**config.mk**
```make
export PLATFORM = sky130hd
export DESIGN_NAME = imm_decode_stage
export DESIGN_NICKNAME = d
export VERILOG_FILES = /design/src/rtl/imm_pkg.sv /design/src/rtl/imm_extract.sv /design/src/rtl/imm_decode_stage.sv
export SDC_FILE = /design/constraint.sdc
export NUM_CORES = 1
export LEC_CHECK = 0
export ABC_CLOCK_PERIOD_IN_PS = 10400
export BUFFER_PORTS_ARGS = -buffer_cell sky130_fd_sc_hd__buf_4
export CAP_MARGIN = 0
export CORE_MARGIN = 2
export CORE_UTILIZATION = 30
export CTS_CLUSTER_SIZE = 16
export DETAILED_ROUTE_END_ITERATION = 12
export GPL_TIMING_DRIVEN = 0
export SETUP_SLACK_MARGIN = 0.3
export SYNTH_ARGS = -nofsm -noshare
export SYNTH_HDL_FRONTEND = slang
export SYNTH_SLANG_ARGS = --single-unit
```
**constraint.sdc**
```tcl
create_clock -name clk -period 10.4 [get_ports clk]
set_input_delay 0.52 -clock clk [delete_from_list [all_inputs] [get_ports clk]]
set_output_delay 0.52 -clock clk [all_outputs]
set_load 0.01 [all_outputs]
```
**src/rtl/imm_pkg.sv**
```systemverilog
// Shared types and opcode constants for the RV immediate decode stage.
package imm_pkg;

    // Immediate format tag carried alongside every decoded entry.
    typedef enum logic [2:0] {
        FMT_NONE = 3'd0,
        FMT_I    = 3'd1,
        FMT_S    = 3'd2,
        FMT_B    = 3'd3,
        FMT_U    = 3'd4,
        FMT_J    = 3'd5,
        FMT_Z    = 3'd6
    } imm_fmt_e;

    // Major opcodes (instr[6:0]) that this stage recognises.
    localparam logic [6:0] OP_LOAD   = 7'b0000011;
    localparam logic [6:0] OP_IMM    = 7'b0010011;
    localparam logic [6:0] OP_JALR   = 7'b1100111;
    localparam logic [6:0] OP_STORE  = 7'b0100011;
    localparam logic [6:0] OP_BRANCH = 7'b1100011;
    localparam logic [6:0] OP_LUI    = 7'b0110111;
    localparam logic [6:0] OP_AUIPC  = 7'b0010111;
    localparam logic [6:0] OP_JAL    = 7'b1101111;
    localparam logic [6:0] OP_SYSTEM = 7'b1110011;
    localparam logic [6:0] OP_REG    = 7'b0110011;
    localparam logic [6:0] OP_FENCE  = 7'b0001111;

    // Map an opcode to its immediate format. SYSTEM with funct3[2]=1 is a
    // CSR-immediate form when zimm decoding is enabled; otherwise SYSTEM
    // carries a plain I-type immediate (the CSR address).
    function automatic imm_fmt_e opcode_fmt(input logic [6:0] opcode,
                                            input logic       funct3_msb,
                                            input logic       en_zicsr);
        imm_fmt_e fmt;
        case (opcode)
            OP_LOAD, OP_IMM, OP_JALR: fmt = FMT_I;
            OP_STORE:                 fmt = FMT_S;
            OP_BRANCH:                fmt = FMT_B;
            OP_LUI, OP_AUIPC:         fmt = FMT_U;
            OP_JAL:                   fmt = FMT_J;
            OP_SYSTEM:                fmt = (funct3_msb && en_zicsr) ? FMT_Z : FMT_I;
            default:                  fmt = FMT_NONE;
        endcase
        return fmt;
    endfunction

    // True for every opcode in the format table, including the
    // immediate-less REG and FENCE groups.
    function automatic logic opcode_known(input logic [6:0] opcode);
        logic known;
        case (opcode)
            OP_LOAD, OP_IMM, OP_JALR, OP_STORE, OP_BRANCH,
            OP_LUI, OP_AUIPC, OP_JAL, OP_SYSTEM,
            OP_REG, OP_FENCE: known = 1'b1;
            default:          known = 1'b0;
        endcase
        return known;
    endfunction

endpackage

```
**src/rtl/imm_extract.sv**
```systemverilog
// Combinational RV immediate extractor: instruction word in, extended
// immediate, format tag and illegal flag out.
module imm_extract
    import imm_pkg::*;
#(
    parameter int XLEN     = 32,
    parameter bit EN_ZICSR = 1'b1
) (
    input  logic [31:0]     instr,
    output logic [XLEN-1:0] imm,
    output imm_fmt_e        fmt,
    output logic            illegal
);

    // 32-bit sign-correct views of each encoding; widened to XLEN below.
    logic [31:0] imm_i;
    logic [31:0] imm_s;
    logic [31:0] imm_b;
    logic [31:0] imm_u;
    logic [31:0] imm_j;
    logic [4:0]  zimm;

    assign imm_i = {{20{instr[31]}}, instr[31:20]};
    assign imm_s = {{20{instr[31]}}, instr[31:25], instr[11:7]};
    assign imm_b = {{19{instr[31]}}, instr[31], instr[7], instr[30:25], instr[11:8], 1'b0};
    assign imm_u = {instr[31:12], 12'b0};
    assign imm_j = {{11{instr[31]}}, instr[31], instr[19:12], instr[20], instr[30:21], 1'b0};
    assign zimm  = instr[19:15];

    // Classify the word: format from the opcode, illegal if the low bits
    // are not the 32-bit encoding marker or the opcode is unknown.
    always_comb begin
        fmt     = opcode_fmt(instr[6:0], instr[14], EN_ZICSR);
        illegal = (instr[1:0] != 2'b11) || !opcode_known(instr[6:0]);
    end

    // Select and extend the immediate. Sign extension comes from the
    // signed size cast; zimm is the only zero-extended field.
    always_comb begin
        // NOTE: assigning a default before the case keeps every path
        // driven, so no latch is inferred when a new format is added.
        imm = '0;
        case (fmt)
            FMT_I:   imm = XLEN'($signed(imm_i));
            FMT_S:   imm = XLEN'($signed(imm_s));
            FMT_B:   imm = XLEN'($signed(imm_b));
            FMT_U:   imm = XLEN'($signed(imm_u));
            FMT_J:   imm = XLEN'($signed(imm_j));
            FMT_Z:   imm = XLEN'(zimm);
            default: imm = '0;
        endcase
    end

endmodule

```
**src/rtl/imm_decode_stage.sv**
```systemverilog
// Decode-stage immediate generator: decodes on the input path, then holds
// results in a main register (drives outputs) backed by a one-entry skid
// register so the stage keeps one word per clock under backpressure while
// in_ready stays a pure flop output.
module imm_decode_stage
    import imm_pkg::*;
#(
    parameter int XLEN     = 32,
    parameter bit EN_ZICSR = 1'b1
) (
    input  logic            clk,
    input  logic            reset,
    input  logic            flush,
    input  logic            in_valid,
    output logic            in_ready,
    input  logic [31:0]     in_instr,
    input  logic [XLEN-1:0] in_pc,
    output logic            out_valid,
    input  logic            out_ready,
    output logic [XLEN-1:0] out_imm,
    output imm_fmt_e        out_fmt,
    output logic [XLEN-1:0] out_pc,
    output logic            out_illegal
);

    // Decoded view of the incoming word.
    logic [XLEN-1:0] dec_imm;
    imm_fmt_e        dec_fmt;
    logic            dec_illegal;

    imm_extract #(
        .XLEN     (XLEN),
        .EN_ZICSR (EN_ZICSR)
    ) u_extract (
        .instr   (in_instr),
        .imm     (dec_imm),
        .fmt     (dec_fmt),
        .illegal (dec_illegal)
    );

    // Main entry (visible on out_*).
    logic            main_valid_q,   main_valid_d;
    logic [XLEN-1:0] main_imm_q,     main_imm_d;
    imm_fmt_e        main_fmt_q,     main_fmt_d;
    logic [XLEN-1:0] main_pc_q,      main_pc_d;
    logic            main_illegal_q, main_illegal_d;

    // Skid entry (holds one decoded word while main is stalled).
    logic            skid_valid_q,   skid_valid_d;
    logic [XLEN-1:0] skid_imm_q,     skid_imm_d;
    imm_fmt_e        skid_fmt_q,     skid_fmt_d;
    logic [XLEN-1:0] skid_pc_q,      skid_pc_d;
    logic            skid_illegal_q, skid_illegal_d;

    logic in_xfer;
    logic main_free;

    // Ready depends only on the skid flop, so out_ready never reaches in_ready.
    assign in_ready = !skid_valid_q;

    // A flush drops the word offered in the same cycle.
    assign in_xfer   = in_valid && in_ready && !flush;

    // Main can take a new entry when empty or when it drains this cycle.
    assign main_free = !main_valid_q || out_ready;

    // Next-state for main and skid: flush wins, then skid refills main
    // ahead of any new input to keep FIFO order.
    always_comb begin
        main_valid_d   = main_valid_q;
        main_imm_d     = main_imm_q;
        main_fmt_d     = main_fmt_q;
        main_pc_d      = main_pc_q;
        main_illegal_d = main_illegal_q;
        skid_valid_d   = skid_valid_q;
        skid_imm_d     = skid_imm_q;
        skid_fmt_d     = skid_fmt_q;
        skid_pc_d      = skid_pc_q;
        skid_illegal_d = skid_illegal_q;

        if (flush) begin
            main_valid_d = 1'b0;
            skid_valid_d = 1'b0;
        end else if (main_free) begin
            if (skid_valid_q) begin
                // in_ready was low, so no input competes with the skid.
                main_valid_d   = 1'b1;
                main_imm_d     = skid_imm_q;
                main_fmt_d     = skid_fmt_q;
                main_pc_d      = skid_pc_q;
                main_illegal_d = skid_illegal_q;
                skid_valid_d   = 1'b0;
            end else if (in_xfer) begin
                main_valid_d   = 1'b1;
                main_imm_d     = dec_imm;
                main_fmt_d     = dec_fmt;
                main_pc_d      = in_pc;
                main_illegal_d = dec_illegal;
            end else begin
                main_valid_d   = 1'b0;
            end
        end else if (in_xfer) begin
            // Main is full and stalled: park the word in the skid.
            skid_valid_d   = 1'b1;
            skid_imm_d     = dec_imm;
            skid_fmt_d     = dec_fmt;
            skid_pc_d      = in_pc;
            skid_illegal_d = dec_illegal;
        end
    end

    // Main register and both valid flags; reset clears data too because
    // main drives the outputs directly.
    always_ff @(posedge clk) begin
        // NOTE: non-blocking assignments here so every flop samples the
        // pre-edge value of its neighbours regardless of statement order.
        if (reset) begin
            main_valid_q   <= 1'b0;
            main_imm_q     <= '0;
            main_fmt_q     <= FMT_NONE;
            main_pc_q      <= '0;
            main_illegal_q <= 1'b0;
            skid_valid_q   <= 1'b0;
        end else begin
            main_valid_q   <= main_valid_d;
            main_imm_q     <= main_imm_d;
            main_fmt_q     <= main_fmt_d;
            main_pc_q      <= main_pc_d;
            main_illegal_q <= main_illegal_d;
            skid_valid_q   <= skid_valid_d;
        end
    end

    // Skid payload storage.
    always_ff @(posedge clk) begin
        // NOTE: skid data is left unreset; it is never observed unless
        // skid_valid_q is set, so only the valid flag needs a reset.
        skid_imm_q     <= skid_imm_d;
        skid_fmt_q     <= skid_fmt_d;
        skid_pc_q      <= skid_pc_d;
        skid_illegal_q <= skid_illegal_d;
    end

    assign out_valid   = main_valid_q;
    assign out_imm     = main_imm_q;
    assign out_fmt     = main_fmt_q;
    assign out_pc      = main_pc_q;
    assign out_illegal = main_illegal_q;

endmodule
```
# --- Word level (Yosys, flattened, before mapping) ---
# Cells that the tools add are included.
classes:
  n_eq_ne: 18
  muxes: 14
  bitwise: 2
  reduce_logical: 16
op_table:
  columns: ["operator", "n"]
  rows:
  - ["$pmux 32 s6", 1]
  - ["$mux 32", 4]
  - ["$eq 7x7->1 const B", 4]
  - ["$eq 7x6->1 const B", 3]
  - ["$pmux 3 s6", 1]
  - ["$eq 7x5->1 const B", 2]
  - ["$reduce_or 11->1", 1]
  - ["$eq 3x3->1 const B", 3]
  - ["$mux 3", 3]
  - ["$eq 7x2->1 const B", 1]
  - ["$eq 7x4->1 const B", 1]
  - ["$eq 3x2->1 const B", 2]
  - ["$reduce_and 3->1", 2]
  - ["$reduce_or 3->1", 2]
  - ["$mux 1", 5]
  - ["$logic_not 1->1", 4]
  - ["$reduce_or 2->1", 2]
  - ["$eq 3x1->1 const B", 1]
  - ["$logic_and 1x1->1", 2]
  - ["$logic_or 1x1->1", 2]
  - ["$ne 2x2->1 const B", 1]
  - ["$not 1->1", 2]
  - ["$reduce_bool 2->1", 1]
totals:
  ff_bits: 138
  in_bits: 69
  out_inout_bits: 70
  wordCells: 60

# --- Depth between registers and ports, before layout ---
depth:
  word_depth: 7
  depth_mapped: 8
  depth_no_buf: 5

# --- By module ---
# A second synthesis with hierarchy kept.
unflattened:
  hier_cells: 487
  hier_area_um2: 5947.0
by_module_without_submodules:
  columns: ["mod", "instances", "cells_per_inst", "area_per_inst_um2", "seq_area_each_um2"]
  rows:
  - ["imm_decode_stage", 1, 390, 5322.6, 3443.3]
  - ["imm_extract", 1, 97, 624.3, 0.0]

# --- Least setup slack after synthesis ---
# No wires, ideal clock.
synth_path:
  kind: "register to register"
  from: "register skid_valid_q"
  to: "register skid_fmt_q[0], enable pin"
  setup_ps: 685
  t_arrival_ps: 7735
  t_required_ps: 9715
  setup_slack_ps: 1979
  stages_incl_launch_ff: 4
  n_path_buf: 2
  synth_period_minus_slack_ps: 8421
  cell_sequence: "dfxtp_1 -> buf_2 -> clkbuf_1 -> nor4b_1"
synth_between:
  elab_chain_cells: 4
synth_rtl:
  columns: ["item", "line", "text"]
  rows:
  - ["start, declared", "imm_decode_stage.sv:49", "logic skid_valid_q, skid_valid_d;"]
  - ["start signal, assigned", "imm_decode_stage.sv:130", "skid_valid_q <= skid_valid_d;"]
  - ["$logic_not 1->1", "imm_decode_stage.sv:59", "assign in_ready = !skid_valid_q;"]
  - ["$logic_and 1x1->1 (2 in series)", "imm_decode_stage.sv:62", "assign in_xfer = in_valid && in_ready && !flush;"]
  - ["$reduce_and 3->1 (no line)", null, null]
  - ["end signal, assigned", "imm_decode_stage.sv:139", "skid_fmt_q <= skid_fmt_d;"]
  - ["end, declared", "imm_decode_stage.sv:51", "imm_fmt_e skid_fmt_q, skid_fmt_d;"]
# No other way between the ends.
# A chain may end at the register's enable or synchronous reset.

# --- Worst setup path after layout ---
layout_path:
  from: "register skid_valid_q"
  to: "register skid_imm_q[2], enable pin"
layout_between:
  elab_chain_cells: 4
layout_rtl:
  columns: ["item", "line", "text"]
  rows:
  - ["$logic_not 1->1", "imm_decode_stage.sv:59", null]
  - ["$logic_and 1x1->1 (2 in series)", "imm_decode_stage.sv:62", null]
  - ["$reduce_and 3->1 (no line)", null, null]
  - ["end signal, assigned", "imm_decode_stage.sv:138", "skid_imm_q <= skid_imm_d;"]
  - ["end, declared", "imm_decode_stage.sv:50", "logic [XLEN-1:0] skid_imm_q, skid_imm_d;"]
# No other way between the ends.

==> run_results.csv <==
group,metric,value,unit
global_route,grt_max_degree,17,
layout,finalNetCount,757,
die,dieHeight,143,um
setup_path,crit_path_start_kind,"register",
clock_tree,cts_setup_buffers,0,
detailed_routing,vias,4505,
die,die_width,143,um
pwr,switching_power,325,uW
sta,setup_viol,0,
placed_design,post_dp_cell_area,7190,um2
pwr,power_frac_clock,44.3,%
pwr,switching_share,24.9,%
sta,slew_violations,0,
clock_tree,post_cts_resized,0,
global_route,grtUsageTotal,15.8,%
global_route,first_global_vias,4357,
detailed_routing,vias_per_cell,4.69,
yosys,syn_area,5780,um2
layout,final_cell_mix,"144 x buf_4, 70 x dfxtp_1, 68 x edfxtp_1",
layout,drive_above_1_share,30.2,%
detailed_routing,postRouteAntennaNets,0,
worst_hold_path,hp-class,"input pin to register",
setup_path,crit_path_max_fanout,10,
detailed_routing,drt_iter0_markers,306,
detailed_routing,firstDrtPassIters,4,
pwr,intPower,980,uW
yosys,synth.distinct_cells,46,
layout,final_core_util,41.2,%
clock_tree,clock_latency,0.42,ns
pwr,seq_power_share,45.7,%
sta,worst_pin_slew,0.788,ns
clock_tree,clock_sinks,138,
pwr,p_total,1.31,mW
clock_tree,clk_pin_slew,0.06,ns
setup_path,critPathRequiredTime,10.53,ns
layout,areaGrowthSynthToFinish,34.1,%
layout,multi_input_area,2130,um2
worst_hold_path,whs_path_depth,1,
clock_tree,h-tree-depth,4,
global_route,grt-ovfl-total,0,
pwr,p_per_area,168,nW/um2
clock_tree,postCtsHoldBufs,0,
layout,final_common_cell,"buf_4",
sta,fin_crit_sh,25.5,%
detailed_routing,post-route-drc-count,0,
setup_path,ff2ff_path_depth,7,
die,core.rowCount,50,
setup_path,path_class,"register to register",
detailed_routing,wl,15900,um
placed_design,gp_congestion,0.814,
layout,diodes,0,
clock_tree,clockBufferDepth,2,
setup_path,cp-end-kind,"register",
pwr,combinationalPowerShare,10.0,%
yosys,ys.warnings.count,0,
sta,rsz0062_at_grt,"no",
sta,relSlewSlack,47.4,%
die,die-area,20400,um2
setup_path,worstPathArrival,2.79,ns
die,io_pins,139,
clock_tree,cts_tree,"done",
die,initial_core_util,30.7,%
sta,hold_viol_final,0,
layout,nFillCells,1825,
pwr,leakage,3.03,nW
run_status,status,"finished clean",
clock_tree,cts_root_buffer,"clkbuf_16",
yosys,yosysSeqAreaShare,59.6,%
die,core,18800,um2
layout,fin_area,7750,um2
placed_design,io_buffers,134,
global_route,grt_pass1_wl,24300,um
clock_tree,cts_made_buffers,17,
sta,fin_crit,2.65,ns
detailed_routing,wl_per_cell,16.6,um
global_route,antenna_found_initial,0,
pwr,ir_worst_vdd,0.0979,mV
placed_design,place_hpwl,11700,um
job,cap_violations,0,
yosys,synth_cells,526,
yosys,ys_ff_latch,138,
layout,seqCellArea,3440,um2
sta,fin_skew,0.0111,ns
sta,fmax,377,MHz
yosys,synth_nets,595,
yosys,syn_avg_cell_area,11.0,um2
[stage by stage]
step	instances	setup slack, ns	setup TNS, ns	hold WS [ns]
floorplan	526	1.98	0	0.476
global placement	920	-2.11	-143.16	0.441
detailed placement	929	7.69	0	0.449
CTS	961	7.68	0	0.265
global route	961	7.55	0	0.269
finish	961	7.75	0	0.285
[sequential cells by signal, summed over array words and instances, names as in the netlist, 3 cells and up]
| name | flops |
|---|---|
| out_imm | 32 |
| out_pc | 32 |
| skid_imm_q | 32 |
| skid_pc_q | 32 |
| out_fmt | 3 |
| skid_fmt_q | 3 |
[worst paths after layout]
check	from	end	slack, ns
worst max-delay path	skid_valid_q	skid_imm_q[2]	7.75
worst min-delay path	in_pc[19]	skid_pc_q[19]	0.28
worst max register to register	skid_valid_q	skid_imm_q[2]	7.75
worst min register to register	out_fmt[2]	out_fmt[2]	0.46
[per-layer routing]
metal	global-route usage, %	vias up	part of all wire, %
li1	-	2260	-
met1	21.3	2121	46
met2	25.4	111	48
met3	3.52	13	4.5
met4	5.16	0	1.2
met5	0	-	0
[kinds of logic after synthesis]
family          count (synthesis)  share of synthesized area, %
simple gates                  193                          15.6
flops                         138                          59.6
compound gates                115                          15.4
buf+inv                        47                          3.77
mux                            33                          5.71
[power by group through the flow]
stage	Sequential, mW	Clock, mW	Combinational, mW
after detailed placement	0.609	0	0.132
after CTS	0.597	0.592	0.133
after global placement	0.610	0	0.130
after floorplan	0.615	0	0.0557
final	0.597	0.578	0.131
after global routing	0.599	0.613	0.144
[final cells by class]
cell class / count / share of cell area (%)
Buffer: 44 / 2.66
Clock buffer: 17 / 5.49
Clock inverter: 15 / 1.82
Inverter: 3 / 0.145
Multi-Input combinational cell: 341 / 27.4
Sequential cell: 138 / 44.4
Tap cell: 260 / 4.20
Timing Repair Buffer: 143 / 13.8
[synth_stat cells, drive strengths merged]
cell type | count | share of area (%)
dfxtp | 70 | 24
o22ai | 1 | 0.22
inv | 3 | 0.19
nor3 | 18 | 1.6
a32o | 2 | 0.35
a2111oi | 1 | 0.26
o22a | 1 | 0.17
buf | 16 | 1.7
nor3b | 1 | 0.13
a31oi | 2 | 0.32
a211oi | 44 | 5.7
and3 | 1 | 0.11
a21oi | 26 | 2.4
nand3b | 4 | 0.52
mux2i | 33 | 5.7
nand2b | 6 | 0.65
a21o | 4 | 0.52
nor4b | 3 | 0.45
nor4 | 1 | 0.11
nand2 | 60 | 3.9
edfxtp | 68 | 35
o32a | 1 | 0.17
o211ai | 2 | 0.50
a211o | 3 | 0.45
clkbuf | 28 | 1.9
o21a | 1 | 0.13
and2 | 7 | 0.78
or4 | 1 | 0.13
nand3 | 15 | 1.5
a221oi | 11 | 2.7
or3 | 15 | 1.6
nor2 | 58 | 3.8
o21ai | 16 | 1.4
nor2b | 2 | 0.22
nand4 | 1 | 0.11
[critical path: stages, from the launching register on]
cell      delay [ns]
dfxtp_1         0.29
buf_2           0.15
clkbuf_1        0.28
nor4b_2         0.76
buf_4           0.28
buf_4           0.20
buf_4           0.21
buf_4           0.19
(Power assumes the default switching activity.)
